### src/rtl/sprite_ram_arbiter.sv
// sprite_ram_arbiter
// Shares one sprite frame RAM between three read clients and one write client.
// Port 0 (VGA sprite draw) has fixed top priority. Ports 1 and 2 alternate
// round-robin when they contend. Read data comes back tagged one cycle after
// grant. The block also flags starvation and out-of-range accesses.
// Optional feature macro: SPRITE_ARB_RDW_BYPASS_EN. When it is defined, a
// read and a write to the same in-range address in the same cycle return the
// new write data instead of the RAM's old data.
module sprite_ram_arbiter #(
   parameter int unsigned ADDR_W       = 19,
   parameter int unsigned DATA_W       = 5,
   parameter int unsigned DEPTH        = 400,
   parameter int unsigned STARVE_LIMIT = 64
) (
   input  logic              Clk,
   input  logic              Reset_n,
   input  logic [2:0]        rreq,
   input  logic [ADDR_W-1:0] raddr0,
   input  logic [ADDR_W-1:0] raddr1,
   input  logic [ADDR_W-1:0] raddr2,
   output logic [2:0]        rgnt,
   output logic [2:0]        rvalid,
   output logic [DATA_W-1:0] rdata,
   input  logic              wreq,
   input  logic [ADDR_W-1:0] waddr,
   input  logic [DATA_W-1:0] wdata,
   output logic              wgnt,
   output logic [ADDR_W-1:0] ram_read_address,
   output logic [ADDR_W-1:0] ram_write_address,
   output logic [DATA_W-1:0] ram_data_In,
   output logic              ram_we,
   input  logic [DATA_W-1:0] ram_data_Out,
   output logic [2:1]        starve,
   output logic              range_err
);

   localparam logic [ADDR_W-1:0] DEPTH_A   = ADDR_W'(DEPTH);
   localparam logic [7:0]        LIMIT_W   = 8'(STARVE_LIMIT);
   localparam logic [7:0]        WAIT_MAX  = 8'd255;

   // Address lies inside the populated part of the sprite RAM
   function automatic logic in_range(input logic [ADDR_W-1:0] a);
      return (a < DEPTH_A);
   endfunction

   // Saturating 8-bit increment for the wait counters
   function automatic logic [7:0] sat_inc(input logic [7:0] v);
      return (v == WAIT_MAX) ? WAIT_MAX : (v + 8'd1);
   endfunction

   logic              r_rr_ptr;     // 0: port 1 wins next contention, 1: port 2
   logic [2:0]        r_rvalid;
   logic              r_rd_zero;    // returned read was out of range
   logic              r_range_err;
   logic [7:0]        r_wait1;
   logic [7:0]        r_wait2;
   logic [2:1]        r_starve;

   logic [2:0]        w_gnt;
   logic [ADDR_W-1:0] w_sel_addr;
   logic              w_contend;
   logic              w_rd_any;
   logic              w_rd_ok;
   logic              w_rd_oor;
   logic              w_wr_ok;
   logic              w_wr_oor;
   logic [7:0]        w_wait1_nxt;
   logic [7:0]        w_wait2_nxt;

   // Fixed-priority plus round-robin grant and the winner's address
   always_comb begin
      w_gnt      = 3'b000;
      w_sel_addr = '0;
      if (rreq[0]) begin
         w_gnt      = 3'b001;
         w_sel_addr = raddr0;
      end else if (rreq[1] && rreq[2]) begin
         if (r_rr_ptr == 1'b0) begin
            w_gnt      = 3'b010;
            w_sel_addr = raddr1;
         end else begin
            w_gnt      = 3'b100;
            w_sel_addr = raddr2;
         end
      end else if (rreq[1]) begin
         w_gnt      = 3'b010;
         w_sel_addr = raddr1;
      end else if (rreq[2]) begin
         w_gnt      = 3'b100;
         w_sel_addr = raddr2;
      end else begin
         w_gnt      = 3'b000;
         w_sel_addr = '0;
      end
   end

   assign w_contend = ~rreq[0] & rreq[1] & rreq[2];
   assign w_rd_any  = |w_gnt;
   assign w_rd_ok   = in_range(w_sel_addr);
   assign w_rd_oor  = w_rd_any & ~w_rd_ok;
   assign w_wr_ok   = wreq & in_range(waddr);
   assign w_wr_oor  = wreq & ~in_range(waddr);

   assign rgnt              = w_gnt;
   assign wgnt              = wreq;
   assign ram_read_address  = (w_rd_any && w_rd_ok) ? w_sel_addr : '0;
   assign ram_we            = w_wr_ok;
   assign ram_write_address = w_wr_ok ? waddr : '0;
   assign ram_data_In       = w_wr_ok ? wdata : '0;

   // Next wait count: grow while requesting and denied, clear otherwise
   always_comb begin
      w_wait1_nxt = 8'd0;
      w_wait2_nxt = 8'd0;
      if (rreq[1] && !w_gnt[1]) begin
         w_wait1_nxt = sat_inc(r_wait1);
      end else begin
         w_wait1_nxt = 8'd0;
      end
      if (rreq[2] && !w_gnt[2]) begin
         w_wait2_nxt = sat_inc(r_wait2);
      end else begin
         w_wait2_nxt = 8'd0;
      end
   end

   // Round-robin pointer flips only after an unpreempted 1-vs-2 contention
   always_ff @(posedge Clk or negedge Reset_n) begin
      if (!Reset_n) begin
         r_rr_ptr <= 1'b0;
      end else if (w_contend) begin
         r_rr_ptr <= ~r_rr_ptr;
      end else begin
         r_rr_ptr <= r_rr_ptr;
      end
   end

   // Read return tagging and range error pulse, one cycle after the grant
   always_ff @(posedge Clk or negedge Reset_n) begin
      if (!Reset_n) begin
         r_rvalid    <= 3'b000;
         r_rd_zero   <= 1'b0;
         r_range_err <= 1'b0;
      end else begin
         r_rvalid    <= w_gnt;
         r_rd_zero   <= w_rd_oor;
         r_range_err <= w_rd_oor | w_wr_oor;
      end
   end

   // Wait counters and the starve flags derived from their next value
   always_ff @(posedge Clk or negedge Reset_n) begin
      if (!Reset_n) begin
         r_wait1  <= 8'd0;
         r_wait2  <= 8'd0;
         r_starve <= 2'b00;
      end else begin
         r_wait1     <= w_wait1_nxt;
         r_wait2     <= w_wait2_nxt;
         r_starve[1] <= (w_wait1_nxt >= LIMIT_W);
         r_starve[2] <= (w_wait2_nxt >= LIMIT_W);
      end
   end

`ifdef SPRITE_ARB_RDW_BYPASS_EN
   logic              r_byp;
   logic [DATA_W-1:0] r_byp_data;

   // Capture same-cycle read/write address hits so the read returns new data
   always_ff @(posedge Clk or negedge Reset_n) begin
      if (!Reset_n) begin
         r_byp      <= 1'b0;
         r_byp_data <= '0;
      end else begin
         r_byp      <= w_rd_any & w_rd_ok & w_wr_ok & (w_sel_addr == waddr);
         r_byp_data <= wdata;
      end
   end

   // Return data mux: zero when idle or out of range, bypass on a hit
   always_comb begin
      rdata = '0;
      if (r_rvalid == 3'b000) begin
         rdata = '0;
      end else if (r_rd_zero) begin
         rdata = '0;
      end else if (r_byp) begin
         rdata = r_byp_data;
      end else begin
         rdata = ram_data_Out;
      end
   end
`else
   // Return data mux: zero when idle or out of range, RAM output otherwise
   always_comb begin
      rdata = '0;
      if (r_rvalid == 3'b000) begin
         rdata = '0;
      end else if (r_rd_zero) begin
         rdata = '0;
      end else begin
         rdata = ram_data_Out;
      end
   end
`endif

   assign rvalid    = r_rvalid;
   assign range_err = r_range_err;
   assign starve    = r_starve;

endmodule

### config.mk
export PLATFORM = sky130hd
export DESIGN_NAME = sprite_ram_arbiter
export DESIGN_NICKNAME = d
export VERILOG_FILES = /design/src/rtl/sprite_ram_arbiter.sv
export SDC_FILE = /design/constraint.sdc
export NUM_CORES = 1
export LEC_CHECK = 0
export BUFFER_PORTS_ARGS = -buffer_cell sky130_fd_sc_hd__buf_2
export CAP_MARGIN = 5
export CORE_ASPECT_RATIO = 0.7
export CORE_MARGIN = 2
export CORE_UTILIZATION = 30
export DETAILED_ROUTE_END_ITERATION = 16
export HOLD_SLACK_MARGIN = 0.08
export PLACE_DENSITY = 0.77
export SLEW_MARGIN = 20
export SYNTH_ARGS = -nofsm -noshare
export SYNTH_HDL_FRONTEND = slang
export SYNTH_SLANG_ARGS = --single-unit
### constraint.sdc
create_clock -name Clk -period 4.75 [get_ports Clk]
set_input_delay 0 -clock Clk [delete_from_list [all_inputs] [get_ports Clk]]
set_output_delay 0 -clock Clk [all_outputs]
set_load 0.005 [all_outputs]
After elaboration in Yosys (flattened, before gate mapping). Cells that the tools add are included.

Register bits after elaboration: 24. Output and inout bits: 59. Logic and storage cells: 52.

Add/sub/neg operators: 2. Magnitude comparators: 4. Equal/unequal tests: 2. Multiplexer cells: 19. Bitwise gates (word level): 10. Reductions and logical operators: 8.

Operators by type and width (count): two-way mux 19 bit (7); less-than comparator 19 x 9 -> 1 bit (second input constant) (2); two-way mux 8 bit (4); adder 8 x 1 -> 8 bit (second input constant) (2); equality test 8 bit (second input constant) (2); greater-or-equal comparator 8 x 7 -> 1 bit (second input constant) (2); two-way mux 3 bit (5); two-way mux 5 bit (3); AND 1 bit (5); logical AND 1 bit (4); NOT 1 bit (4); zero test 3 bit (1); OR reduction 3 bit (1); zero test 1 bit (2); bitwise OR 1 bit (1).

Longest topological paths before layout.
Depth in word-level cells: 8. Mapped depth: 6. Depth with buffers taken out: 6.

Worst setup path after synthesis. No wires, ideal clock.

Kind: flip-flop to flip-flop. From: register r_rr_ptr. To: register r_range_err, in the netlist range_err. Arrival: 1.609 ns. Path slack: 3.017 ns. Cell stages (with the launch flop): 7. Buffers on the path: 1. Cells stage by stage: dfrtp_1 > nand2b_1 > buf_2 > a32oi_1 > o21ai_0 > o31a_1 > a211o_1.

Longest elaborated chain between the ends: 7. Elaborated cells between the ends (all ways): 11.

RTL lines: from (decl) (RTL line 51) `logic r_rr_ptr;`; from (signal assigned) (RTL line 132) `r_rr_ptr <= ~r_rr_ptr;`; from (signal assigned) (RTL line 134) `r_rr_ptr <= r_rr_ptr;`; two-way mux 19 bit (RTL line 78) `if (r_rr_ptr == 1'b0) begin`; two-way mux 19 bit (RTL line 77) `end else if (rreq[1] && rreq[2]) begin`; two-way mux 19 bit (RTL line 74) `if (rreq[0]) begin`; less-than comparator 19 x 9 -> 1 bit (RTL line 43) `return (a < DEPTH_A);`; NOT 1 bit (RTL line 100) `assign w_rd_oor = w_rd_any & ~w_rd_ok;`; AND 1 bit * (RTL line 100); bitwise OR 1 bit * (RTL line 147) `r_range_err <= w_rd_oor | w_wr_oor;`; to (signal assigned) (RTL line 147); to (decl) (RTL line 54) `logic r_range_err;`.

Mark *: on every way between the ends. The rest lies on a longest branch, timed or not. A chain may end at the register's enable or synchronous reset.

Final worst setup path.
From: input port rreq[0]. To: output port ram_read_address[0].

Longest elaborated chain between the ends: 4. Elaborated cells between the ends (all ways): 6.

RTL lines: from (decl) (RTL line 17) `input logic [2:0] rreq,`; two-way mux 19 bit / two-way mux 3 bit (equally long branches) (RTL line 74); less-than comparator 19 x 9 -> 1 bit / OR reduction 3 bit (equally long branches) (RTL line 43, 98); logical AND 1 bit (RTL line 106) `assign ram_read_address = (w_rd_any && w_rd_ok) ? w_sel_addr : '0;`; two-way mux 19 bit * (RTL line 106); to (decl) (RTL line 28) `output logic [ADDR_W-1:0] ram_read_address,`.

Marked as above.

==> metrics.yaml <==
fin_area_mm2: 0.00250
io-pin-count: 151
antenna_found_initial: 0
max_slew_margin: 0.583
cts_hold_repair.buffers: 3
die-area_mm2: 0.00653
whs_path_depth: 4
cp.arrival_ns: 2.32
grt_max_degree: 25
multi_input_area_mm2: 0.00102
netlist.area_leader.share: 0.340
diodes: 0
clk_latency_ns: 0.27
drt-total-wl_um: 4970
hold_class: "in -> reg"
drv_slew: 0
syn_inst: 206
nets: 430
hpwl_um: 4080
post-route-period-util: 0.489
post_cts_buffers: 0
viasPerCell: 4.78
netlist_area_mm2: 0.00177
fp.dieH_um: 68.2
cts.htree.levels: 1
p_leak_nw: 1.32
outcome: "completed"
first_pass_iters: 4
grt_usage: 0.146
synth_seq_cells: 24
coreArea_mm2: 0.00570
clk_pin_slew_worst_paths_ns: 0.08
cts_tree: "built"
seq_area_um2: 601
drt.antenna.violating_nets: 0
yosys-top-cells-area: "dfrtp_1, buf_4, and2_1"
fin_skew_ns: 0.00667
synth_warnings: 0
wl_per_cell_um: 12.1
dpl_cell_area_mm2: 0.00240
drc: 0
post_route_cells_drive_above_1_share: 0.418
vias: 1959
start_util: 0.310
worstSetupPathType: "in -> out"
clock-sinks: 24
rsz0062_at_grt: "no"
synth_cell_types: 47
r2r_cells: 5
fin_setup_tns_ns: 0
synth-edff-count: 0
die_x_um: 95.7
tightest_slew_ns: 0.621
crit_path_start_kind: "input pin"
cts-buffers-inserted: 3
gp_congestion: 0.848
ys_top_cells_by_count: "dfrtp_1, buf_4, and2_1"
cts_buffer_depth: 2
drt_iter0_drc: 119
grt_pass1_wl_um: 7360
cp_max_fo: 22
seq_area_frac_synth: 0.340
numPortBuffers: 130
synth_top_area_cell: "dfrtp_1"
synth_flop_cell: "dfrtp_1"
peakVddDrop_v: 0.000136
postSynthAreaPerCell_um2: 8.58
grt_pass1_vias: 1698
hold_viol_final: 0
fill_cells: 597
power_density_mw_per_mm2: 226
setup_viol: 0
clockRootBuffer: "clkbuf_8"
synth.most_common_cell: "dfrtp_1"
cts.repair.resized: 0
num_rows: 23
fmax_mhz: 431
grt_overflow_total: 0
area_growth_pct: 41.4
endpoint_kind: "output port"
synthArstFlopShare: 1.00
cap_violations: 0
required_ns: 4.75
layout_min_cycle_time_ns: 2.32
## state kept, by name, indices dropped and copies added, names as in the netlist
register   count
r_wait1        8
r_wait2        8
rvalid         3
starve         2
r_rd_zero      1
r_rr_ptr       1
range_err      1
## worst paths after layout
check	startpoint	endpoint	slack, ns
worst max-delay path	rreq[0]	ram_read_address[0]	2.43
worst min-delay path	waddr[14]	range_err	0.1
worst max register to register	r_rr_ptr	range_err	2.78
worst min register to register	r_wait2[0]	r_wait2[0]	0.48
max in group asynchronous	Reset_n	r_rr_ptr	4.13
min in group asynchronous	Reset_n	rvalid[0]	0.25
## per-stage QoR
stage                util  setup WS, ns  hold slack (ns)  total power, mW  instances
global route        0.438          2.26           0.0994            0.602        410
global placement    0.421          2.90          0.00982            0.383        403
CTS                 0.438          2.42            0.100            0.573        410
detailed placement  0.421          2.77           0.0145            0.388        403
floorplan               -          3.02           -0.296            0.327        225
finish              0.438          2.43           0.0986            0.564        410
## kinds of logic after synthesis
logic type      synth area share
xor+xnor                  0.0397
flops                      0.340
other cells              0.00212
mux                       0.0340
compound gates             0.174
fa+ha+maj                 0.0142
simple gates               0.276
buf+inv                    0.120
## critical path, stage by stage
cell,delay [ns]
dlygate4sd3_1,0.52
buf_2,0.38
nand2b_1,0.19
nor2_1,0.11
a221o_1,0.35
o31a_1,0.39
nor3_1,0.23
buf_2,0.14
## layout make-up
cell class | instances | share of cell area
clock buffers | 3 | 0.0165
clock inverters | 1 | 0.0120
flip-flops and latches | 24 | 0.240
well taps | 75 | 0.0376
multi-input cells | 167 | 0.410
inverters | 7 | 0.0105
repair buffers | 133 | 0.273
## cell usage in the layout (no fill, tap or decap), types with 6 or more instances in the layout
| cell | netlist | layout |
|---|---|---|
| buf_2 | 2 | 130 |
| dfrtp_1 | 24 | 24 |
| and2_1 | 20 | 20 |
| conb_1 | 1 | 20 |
| nor2_1 | 17 | 17 |
| a21oi_1 | 14 | 14 |
| nand2_1 | 10 | 10 |
| nand3_1 | 9 | 9 |
| inv_1 | 7 | 7 |
| nor3_1 | 7 | 7 |
| mux2i_1 | 6 | 6 |
## report_power, final
group          switching, mW  total [mW]  internal, mW  leakage (nW)
logic                 0.0800       0.154        0.0745         0.968
clock network         0.0667       0.179         0.113        0.0357
registers             0.0131       0.231         0.217         0.318
## routing by layer
layer / GRT usage / share of wire / vias to the layer above
met1: 0.183 / 0.41 / 901
met5: 0 / 0 / -
met3: 0.0452 / 0.092 / 4
met2: 0.248 / 0.50 / 94
met4: 0.0321 / 0.0050 / 0
li1: - / - / 960
No activity file was read; power rests on OpenSTA's default activity.
